[src/rtl/pipe_pkg.sv]
// Shared definitions for the A/B accumulator pipeline controller:
// opcode encodings, controller state, and opcode class helpers.
package pipe_pkg;

  localparam int OP_W = 6;
  typedef logic [OP_W-1:0] op_t;

  // Instruction-set opcode encodings (instr[15:10])
  localparam op_t OP_NOP  = 6'd0;
  localparam op_t OP_LDA  = 6'd1;
  localparam op_t OP_LDB  = 6'd2;
  localparam op_t OP_STA  = 6'd3;
  localparam op_t OP_STB  = 6'd4;
  localparam op_t OP_LDCA = 6'd5;
  localparam op_t OP_LDCB = 6'd6;
  localparam op_t OP_ADDA = 6'd7;
  localparam op_t OP_ADDB = 6'd8;
  localparam op_t OP_SUBA = 6'd9;
  localparam op_t OP_SUBB = 6'd10;
  localparam op_t OP_ANDA = 6'd11;
  localparam op_t OP_ANDB = 6'd12;
  localparam op_t OP_ORA  = 6'd13;
  localparam op_t OP_ORB  = 6'd14;
  localparam op_t OP_ASLA = 6'd15;
  localparam op_t OP_ASRA = 6'd16;
  localparam op_t OP_ASLB = 6'd17;
  localparam op_t OP_ASRB = 6'd18;
  localparam op_t OP_JMP  = 6'd19;
  localparam op_t OP_BAEQ = 6'd20;
  localparam op_t OP_BAGT = 6'd21;
  localparam op_t OP_BALT = 6'd22;
  localparam op_t OP_BAPL = 6'd23;
  localparam op_t OP_BBEQ = 6'd24;
  localparam op_t OP_BBGT = 6'd25;
  localparam op_t OP_BBLT = 6'd26;
  localparam op_t OP_BBPL = 6'd27;

  typedef enum logic [1:0] {
    S_FILL     = 2'd0,
    S_RUN      = 2'd1,
    S_WAIT_MEM = 2'd2,
    S_ERR      = 2'd3
  } state_t;

  function automatic logic isMem(input op_t op);
    return (op == OP_LDA) || (op == OP_LDB) || (op == OP_STA) || (op == OP_STB);
  endfunction

  function automatic logic isLoadAcc(input op_t op);
    return (op == OP_LDA) || (op == OP_LDB);
  endfunction

  // JMP and the contiguous conditional-branch block BAEQ..BBPL
  function automatic logic isBranch(input op_t op);
    return (op == OP_JMP) || ((op >= OP_BAEQ) && (op <= OP_BBPL));
  endfunction

  // Two-operand ALU ops combine A and B, so they appear in both read sets
  function automatic logic readsA(input op_t op);
    case (op)
      OP_STA, OP_ADDA, OP_ADDB, OP_SUBA, OP_SUBB, OP_ANDA, OP_ANDB,
      OP_ORA, OP_ORB, OP_ASLA, OP_ASRA,
      OP_BAEQ, OP_BAGT, OP_BALT, OP_BAPL: return 1'b1;
      default: return 1'b0;
    endcase
  endfunction

  function automatic logic readsB(input op_t op);
    case (op)
      OP_STB, OP_ADDA, OP_ADDB, OP_SUBA, OP_SUBB, OP_ANDA, OP_ANDB,
      OP_ORA, OP_ORB, OP_ASLB, OP_ASRB,
      OP_BBEQ, OP_BBGT, OP_BBLT, OP_BBPL: return 1'b1;
      default: return 1'b0;
    endcase
  endfunction

  // Among the loads, LDB is the one targeting B; LDA targets A
  function automatic logic writesAccB(input op_t op);
    return (op == OP_LDB);
  endfunction

endpackage

[src/rtl/pipe_ctrl_op_class.sv]
// Combinational opcode-to-class decode, one instance per pipeline stage.
module op_class
  import pipe_pkg::*;
#(
  parameter int OPW = 6
) (
  input  logic [OPW-1:0] op,
  output logic           is_mem,
  output logic           is_load_acc,
  output logic           is_branch,
  output logic           is_jmp,
  output logic           reads_a,
  output logic           reads_b,
  output logic           writes_b
);

  op_t op_n;

  // Normalise to the package opcode width, then classify
  always_comb begin
    op_n        = op_t'(op);
    is_mem      = isMem(op_n);
    is_load_acc = isLoadAcc(op_n);
    is_branch   = isBranch(op_n);
    is_jmp      = (op_n == OP_JMP);
    reads_a     = readsA(op_n);
    reads_b     = readsB(op_n);
    writes_b    = writesAccB(op_n);
  end

endmodule

[src/rtl/pipe_ctrl.sv]
// Pipeline sequencing controller: stage enables, flush/bubble, PC select
// and data-memory request handshake for the A/B accumulator pipeline.
module pipe_ctrl
  import pipe_pkg::*;
#(
  parameter int OPW         = 6,
  parameter int FILL_CYCLES = 2,
  parameter int MEM_TIMEOUT = 15
) (
  input  logic           clk,
  input  logic           reset,
  input  logic [OPW-1:0] idOp,
  input  logic           idValid,
  input  logic [OPW-1:0] exOp,
  input  logic           exValid,
  input  logic           exCondMet,
  input  logic           memAck,
  output logic           pcEn,
  output logic           ifIdEn,
  output logic           idExEn,
  output logic           exMemEn,
  output logic           ifIdFlush,
  output logic           idExBubble,
  output logic           pcSelBranch,
  output logic           memReq,
  output logic           errFlag
);

  localparam int FW = (FILL_CYCLES > 1) ? $clog2(FILL_CYCLES) : 1;

  state_t        state_q, state_d;
  logic [FW-1:0] fill_q, fill_d;
  logic [3:0]    wait_q, wait_d;
  logic          err_q, err_d;

  logic id_mem, id_ld, id_br, id_jmp, id_ra, id_rb, id_wb;
  logic ex_mem, ex_ld, ex_br, ex_jmp, ex_ra, ex_rb, ex_wb;
  logic br_taken, mem_op, hazard;

  op_class #(.OPW(OPW)) u_id_class (
    .op(idOp), .is_mem(id_mem), .is_load_acc(id_ld), .is_branch(id_br),
    .is_jmp(id_jmp), .reads_a(id_ra), .reads_b(id_rb), .writes_b(id_wb)
  );

  op_class #(.OPW(OPW)) u_ex_class (
    .op(exOp), .is_mem(ex_mem), .is_load_acc(ex_ld), .is_branch(ex_br),
    .is_jmp(ex_jmp), .reads_a(ex_ra), .reads_b(ex_rb), .writes_b(ex_wb)
  );

  // RUN-decision terms, shared by RUN and the WAIT_MEM ack cycle
  always_comb begin
    br_taken = exValid && ex_br && (ex_jmp || exCondMet);
    mem_op   = exValid && ex_mem;
    hazard   = exValid && idValid && ex_ld &&
               (ex_wb ? id_rb : id_ra);
  end

  // State, fill counter, wait counter and sticky error register
  always_ff @(posedge clk or posedge reset) begin
    if (reset) begin
      state_q <= S_FILL;
      fill_q  <= '0;
      wait_q  <= '0;
      err_q   <= 1'b0;
    end else begin
      state_q <= state_d;
      fill_q  <= fill_d;
      wait_q  <= wait_d;
      err_q   <= err_d;
    end
  end

  // Next state and combinational outputs; reset forces the reset values
  // directly so memReq drops without waiting for an edge.
  always_comb begin
    state_d     = state_q;
    fill_d      = fill_q;
    wait_d      = wait_q;
    err_d       = err_q;
    pcEn        = 1'b1;
    ifIdEn      = 1'b1;
    idExEn      = 1'b1;
    exMemEn     = 1'b1;
    ifIdFlush   = 1'b0;
    idExBubble  = 1'b0;
    pcSelBranch = 1'b0;
    memReq      = 1'b0;

    case (state_q)
      S_FILL: begin
        idExBubble = 1'b1;
        if (fill_q == FW'(FILL_CYCLES - 1)) begin
          state_d = S_RUN;
          fill_d  = '0;
        end else begin
          fill_d = fill_q + 1'b1;
        end
      end

      S_RUN: begin
        if (br_taken) begin
          pcSelBranch = 1'b1;
          ifIdFlush   = 1'b1;
          idExBubble  = 1'b1;
        end else if (mem_op && !memAck) begin
          // Miss: freeze everything; this cycle counts as request cycle 1
          memReq  = 1'b1;
          pcEn    = 1'b0;
          ifIdEn  = 1'b0;
          idExEn  = 1'b0;
          exMemEn = 1'b0;
          state_d = S_WAIT_MEM;
          wait_d  = 4'd1;
        end else begin
          memReq = mem_op;
          if (hazard) begin
            pcEn       = 1'b0;
            ifIdEn     = 1'b0;
            idExBubble = 1'b1;
          end
        end
      end

      S_WAIT_MEM: begin
        memReq = 1'b1;
        if (!memAck) begin
          pcEn    = 1'b0;
          ifIdEn  = 1'b0;
          idExEn  = 1'b0;
          exMemEn = 1'b0;
          wait_d  = (wait_q == 4'hF) ? wait_q : wait_q + 1'b1;
          if (wait_q == 4'(MEM_TIMEOUT)) begin
            state_d = S_ERR;
            err_d   = 1'b1;
          end
        end else begin
          // Ack completes the access; a load-use hazard still applies
          state_d = S_RUN;
          wait_d  = '0;
          if (hazard) begin
            pcEn       = 1'b0;
            ifIdEn     = 1'b0;
            idExBubble = 1'b1;
          end
        end
      end

      default: begin // S_ERR: held until reset
        pcEn       = 1'b0;
        ifIdEn     = 1'b0;
        idExEn     = 1'b0;
        exMemEn    = 1'b0;
        ifIdFlush  = 1'b1;
        idExBubble = 1'b1;
      end
    endcase

    if (reset) begin
      pcEn        = 1'b0;
      ifIdEn      = 1'b0;
      idExEn      = 1'b0;
      exMemEn     = 1'b0;
      ifIdFlush   = 1'b1;
      idExBubble  = 1'b1;
      pcSelBranch = 1'b0;
      memReq      = 1'b0;
    end
  end

  // Sticky flag is the registered copy, cleared by reset
  always_comb errFlag = err_q;

endmodule
[config.mk]
export PLATFORM = sky130hd
export DESIGN_NAME = pipe_ctrl
export DESIGN_NICKNAME = d
export VERILOG_FILES = /design/src/rtl/pipe_pkg.sv /design/src/rtl/pipe_ctrl_op_class.sv /design/src/rtl/pipe_ctrl.sv
export SDC_FILE = /design/constraint.sdc
export NUM_CORES = 1
export LEC_CHECK = 0
export BUFFER_PORTS_ARGS = -buffer_cell sky130_fd_sc_hd__buf_2
export CAP_MARGIN = 30
export CORE_MARGIN = 4
export CORE_UTILIZATION = 44
export CTS_CLUSTER_DIAMETER = 50
export DETAILED_ROUTE_END_ITERATION = 12
export GPL_TIMING_DRIVEN = 0
export PLACE_DENSITY_LB_ADDON = 0.08
export SLEW_MARGIN = 15
export SYNTH_ARGS = -nofsm -noshare
export SYNTH_HDL_FRONTEND = slang
export SYNTH_SLANG_ARGS = --single-unit
export TNS_END_PERCENT = 50
[constraint.sdc]
create_clock -name clk -period 1.65 [get_ports clk]
set_input_delay 0.0825 -clock clk [delete_from_list [all_inputs] [get_ports clk]]
set_output_delay 0.0825 -clock clk [all_outputs]
set_load 0.005 [all_outputs]
### After elaboration in Yosys (flattened, before gate mapping)

Memory sizes are Yosys's and may differ from the RTL's.
Index checks and enable logic that the tools add are counted.

| storage, ports and cells | value |
|---|---|
| word-level logic and storage cells | 86 |
| memories | 2 |
| input port bits | 18 |
| memory bits (read-only) | 64 |
| output and inout port bits | 9 |
| register bits | 8 |

| operators by class | value |
|---|---|
| muxes and demuxes | 41 |
| equality and inequality tests | 13 |
| $add $sub $neg | 2 |
| reductions and logical operators | 21 |
| magnitude comparators | 2 |
| bitwise logic cells | 1 |

Memories:

| name | words | bits a word | rd ports | clocked after memory_dff | write ports | RTL line | text |
|---|---|---|---|---|---|---|---|
| (name not given) | 32 | 1 | 1 | 0 | 0 | pipe_pkg.sv:60 | `case (op)` |
| (name not given) | 32 | 1 | 1 | 0 | 0 | pipe_pkg.sv:69 | `case (op)` |

Operator list:

| cell | count |
|---|---|
| $mux W1 | 25 |
| $mux W4 | 4 |
| $eq A6 B2 Y1 const B | 2 |
| $mux W2 | 5 |
| $logic_and A1 B1 Y1 | 8 |
| $pmux W4 S2 | 1 |
| $eq A6 B1 Y1 const B | 1 |
| $eq A6 B3 Y1 const B | 1 |
| $eq A6 B5 Y1 const B | 1 |
| $ge A6 B5 Y1 const B | 1 |
| $le A6 B5 Y1 const B | 1 |
| $ne A2 B2 Y1 const B | 3 |
| $ne A3 B3 Y1 const B | 2 |
| $pmux W1 S2 | 3 |
| $pmux W1 S3 | 2 |
| $pmux W2 S3 | 1 |
| $logic_or A1 B1 Y1 | 5 |
| $reduce_and A5 Y1 | 1 |
| $add A4 B1 Y4 const B | 1 |
| $eq A4 B4 Y1 const B | 1 |
| $reduce_and A4 Y1 | 1 |
| $reduce_and A3 Y1 | 1 |
| $reduce_bool A3 Y1 | 1 |
| $eq A2 B1 Y1 const B | 1 |
| 7 further kinds | 7 |

### Depth between registers and ports, before layout

| logic depth | value |
|---|---|
| depth in word-level cells | 10 |
| mapped depth | 8 |

### By module

Synthesis repeated with hierarchy kept, for this count alone.

| second synthesis, totals | value |
|---|---|
| cells, all modules | 122 |
| area, all modules | 1108.6 um^2 |

By module, submodules not included:

| module | area an instance (um^2) | instances | cells each | seq. area each (um^2) |
|---|---|---|---|---|
| pipe_ctrl | 613.1 | 1 | 64 | 200.2 |
| op_class | 247.7 | 2 | 29 | 0.0 |

### Worst setup path after synthesis

No wires, ideal clock.

| path | value |
|---|---|
| kind | register to register |
| start point | register state_q[1] |
| end point | register wait_q[0] |
| clock period less this slack | 1.622 ns |
| data arrival time | 1.497 ns |
| cell stages (with the launch flop) | 7 |
| buffers on the path | 0 |
| setup slack | 0.028 ns |
| cells stage by stage | dfrtp_1 inv_1 ha_1 nand2b_1 nor4b_2 o22ai_2 mux2_4 |

| on the way | value |
|---|---|
| longest elaborated chain between the ends | 3 |

RTL lines:

| element | RTL line | text |
|---|---|---|
| start: declaration | pipe_ctrl.sv:31 | `state_t state_q, state_d;` |
| start signal: assignment | pipe_ctrl.sv:66 | `state_q <= state_d;` |
| $eq A2 B2 Y1 or $eq A2 B1 Y1 (tied branches) | pipe_ctrl.sv:89 | `case (state_q)` |
| $ne A3 B3 Y1 (no source line) (tied with other cells) | n/a |  |
| $reduce_and A4 Y1 (no source line) | n/a |  |
| end signal: assignment | pipe_ctrl.sv:68 | `wait_q <= wait_d;` |
| end: declaration | pipe_ctrl.sv:33 | `logic [3:0] wait_q, wait_d;` |

Several ways; a longest one is shown, not always the timed one.
A chain may end at the register's enable or synchronous reset.

### Final worst setup path

| path | value |
|---|---|
| start point | input port idOp[1] |
| end point | output port idExBubble |

| on the way | value |
|---|---|
| longest elaborated chain between the ends | 9 |

RTL lines:

| element | RTL line | text |
|---|---|---|
| start: declaration | pipe_ctrl.sv:12 | `input logic [OPW-1:0] idOp,` |
| $mem_v2 Z32 W1, on equally long branches | n/a |  |
| $mux W1, on equally long branches | pipe_pkg.sv:60, pipe_pkg.sv:69 |  |
| $mux W1 (*) | pipe_ctrl.sv:55 | `(ex_wb ? id_rb : id_ra);` |
| $logic_and A1 B1 Y1 (*) | pipe_ctrl.sv:54 | `hazard = exValid && idValid && ex_ld &&` |
| $mux W1 (*) | pipe_ctrl.sv:116, pipe_ctrl.sv:140 |  |
| $mux W1 | pipe_ctrl.sv:105 | `end else if (mem_op && !memAck) begin` |
| $mux W1 | pipe_ctrl.sv:101 | `if (br_taken) begin` |
| $pmux W1 S2 (*) | pipe_ctrl.sv:89 |  |
| $mux W1 (*) | pipe_ctrl.sv:158 | `if (reset) begin` |
| end: declaration | pipe_ctrl.sv:23 | `output logic idExBubble,` |

Mark *: on every way between the ends. The rest lies on a longest branch, timed or not.

==> flow_summary_export.csv <==
group,metric,value,unit
outcome,status,"finished with violations",
outcome,violations,"negative setup slack",
cts,cts_buffer_depth,2,
critical_path,cp-start-kind,"primary input",
timing,slew_headroom,46.0,%
critical_path,cp.required,1.57,ns
global_route,grt_util_met3,4.22,%
power_and_ir_drop,irDropWorstVdd,0.000766,V
synthesis,netlist_area,776,µm²
critical_path,ff2ff_setup_slack,-0.06,ns
placed_design,place_inst,133,
synthesis,synthCells,91,
global_route,antenna_found_initial,0,
synthesis,syn_area_per_cell,8.52,µm²
floorplan,coreArea,1580,µm²
timing,drv_slew,0,
placed_design,hpwl,1300,µm
timing,clock_skew,0.00789,ns
critical_path,path_class,"primary input to primary output",
critical_path,arrival,1.71,ns
timing,fin_crit,1.79,ns
global_route,grt_max_degree,11,
global_route,use_met2,29.6,%
flow_run,drv_cap,0,
synthesis,async_flop_share,100,%
layout,final_util,80.1,%
layout,instances_no_fill,151,
placed_design,io_buffers,26,
critical_path,crit_fanout,3,
timing,timing.fmax,558,MHz
layout,areaGrowthSynthToFinish,62.7,%
synthesis,synth_nets,118,
critical_path,r2r_cells,7,
layout,filler_cell_count,103,
drt,wl_per_cell,15.1,µm
critical_path,endpoint_kind,"primary output",
cts,numCtsBuffers,3,
drt,ant_nets,0,
layout,drive_gt1_share,55.6,%
cts,clk_latency,0.27,ns
timing,setup_viol,6,
timing,rsz0062_at_grt,"true",
layout,antennaDiodeCount,0,
floorplan,rows,14,
timing,fin_ws,-0.141,ns
global_route,grt_pass1_vias,813,
floorplan,start_util,49.2,%
placed_design,gp_congestion,0.830,
floorplan,die_w,50.0,µm
drt,via_count,854,
drt,firstDrtPassIters,4,
drt,viasPerCell,5.66,
power_and_ir_drop,power,1.44,mW
timing,worstMarginPinSlew,0.805,ns
synthesis,synth_seq_area_share,25.8,%
worst_hold_path,whs_path_depth,4,
global_route,grt.total_usage,17.7,%
layout,nets,164,
global_route,overflow,0,
cts,cts_num_sinks,8,
timing,period_share,109,%
power_and_ir_drop,power_leakage,0.589,nW
timing,hold_viol,0,
synthesis,netlist-cell-type-count,35,
drt,drt_iter0_markers,3,
synthesis,ys.flop_type,"dfrtp_1",
cts,cts_max_level,1,
cts,root_buffer,"clkbuf_4",
synthesis,ys_seq_elements,8,
global_route,grt_pass1_wl,3450,µm
synthesis,synth_edf_count,0,
power_and_ir_drop,power.density,1140,nW/µm²
global_route,grt_use_met1,21.1,%
synthesis,yosys_warnings,0,
floorplan,die_area,2500,µm²
global_route,grt-busiest-layer,"met2",
floorplan,ioPinCount,27,
cts,path_clk_slew,0.06,ns
drt,drc,0,
cts,cts_tree,"built",
drt,wl,2280,µm
timing,tns,-0.437,ns
worst_hold_path,hold_class,"primary input to flip-flop",
placed_design,pre_cts_slack,-0.210,ns
floorplan,die_h,50.0,µm
==> worst max-delay path: stages <==
cell       delay [ns]
buf_6            0.09
inv_4            0.03
ha_4             0.25
mux2_4           0.29
a2bb2oi_2        0.13
a31oi_2          0.21
nor4_2           0.09
buf_4            0.13
a211o_1          0.28
buf_2            0.13
==> logic make-up (layout without fill, tap and decap cells) <==
kind of cell,after synthesis,after routing,share of synthesized area [%]
multiplexers,2,2,3.39
adder cells (fa/ha/maj),9,9,14.5
AND/OR/NAND/NOR,31,31,23.5
buffers and inverters,11,55,6.29
AO/OA/AOI/OAI,29,29,25.3
flip-flops,8,8,25.8
XOR/XNOR,1,1,1.13
==> path summary, 6_finish.rpt <==
check | from | endpoint
min in group asynchronous | reset | state_q[0]$_DFFE_PP0P_
max reg2reg | state_q[1]$_DFFE_PP0P_ | wait_q[0]$_DFFE_PP0P_
min | memAck | wait_q[3]$_DFFE_PP0P_
max in group asynchronous | reset | state_q[1]$_DFFE_PP0P_
max | idOp[1] | idExBubble
min reg2reg | fill_q$_DFFE_PP0N_ | fill_q$_DFFE_PP0N_
==> cell usage after synthesis (all sizes together), types with 2 or more instances <==
cell | count | area (µm²)
a21o | 2 | 16.3
a21oi | 4 | 20.0
and2 | 2 | 12.5
buf | 2 | 15.0
dfrtp | 8 | 200
ha | 9 | 113
inv | 9 | 33.8
mux2 | 2 | 26.3
nand2 | 6 | 22.5
nand2b | 5 | 31.3
nand3 | 3 | 15.0
nor2 | 5 | 18.8
nor2b | 2 | 12.5
nor3 | 2 | 10.0
nor4b | 2 | 23.8
o21ai | 11 | 55.1
o21bai | 2 | 15.0
==> through the flow <==
step | hold slack (ns) | instance area [µm²]
3_5_place_dp | 0.0727 | 926
4_1_cts | 0.283 | 1120
3_3_place_gp | 0.0690 | 926
6_report | 0.270 | 1260
5_1_grt | 0.288 | 1260
2_1_floorplan | -0.0886 | 776
==> cell usage in the layout (no fill, tap or decap), types with 2 or more instances in the layout <==
| cell | Yosys | final |
|---|---|---|
| a21oi_2 | 0 | 2 |
| nor3_1 | 2 | 2 |
| nor4b_4 | 0 | 2 |
| nor2b_2 | 0 | 2 |
| clkbuf_4 | 0 | 3 |
| ha_4 | 0 | 3 |
| buf_6 | 0 | 8 |
| nor2_1 | 5 | 3 |
| nand2_1 | 6 | 6 |
| inv_1 | 9 | 5 |
| o21ai_1 | 0 | 5 |
| dfrtp_1 | 8 | 7 |
| ha_1 | 9 | 5 |
| o21bai_1 | 2 | 2 |
| o21ai_0 | 11 | 5 |
| mux2_4 | 1 | 2 |
| nand3_1 | 3 | 3 |
| buf_4 | 2 | 13 |
| nand2b_1 | 5 | 4 |
| inv_4 | 0 | 3 |
| buf_2 | 0 | 20 |
| a21oi_1 | 4 | 2 |
==> sequential cells by signal, indices dropped and copies added, names as in the netlist <==
| name | count |
|---|---|
| fill_q | 1 |
| errFlag | 1 |
| wait_q | 4 |
| state_q | 2 |
==> report_power, final <==
group	switching [mW]	internal (mW)	total, mW
clock network	0.0770	0.0840	0.161
registers	0.0642	0.256	0.320
logic	0.441	0.521	0.962
==> repair_timing <==
action	4_1_cts	5_1_grt
setup endpoints to repair	13	14
gates resized for setup	22	30
hold endpoints to repair	8	0
pin swaps	11	13
hold buffers	1	0
gates cloned	0	0
buffers inserted	9	6
==> cell type report <==
class,count,area [µm²],share of cell area (%)
plain buffers,2,15.0,1.19
clock buffers,3,22.5,1.78
inverters,9,41.3,3.27
multi-input cells,72,664,52.6
flip-flops and latches,8,201,16.0
well taps,16,20.0,1.59
repair buffers,41,298,23.6
==> routing by layer <==
| metal | up-vias | wire, µm | share of wire (%) |
|---|---|---|---|
| li1 | 419 | - | - |
| met1 | 400 | 894 | 39 |
| met2 | 29 | 1220 | 54 |
| met3 | 6 | 117 | 5.1 |
| met4 | 0 | 44 | 1.9 |
| met5 | - | 0 | 0 |
Power figures use the tool's default switching activity.
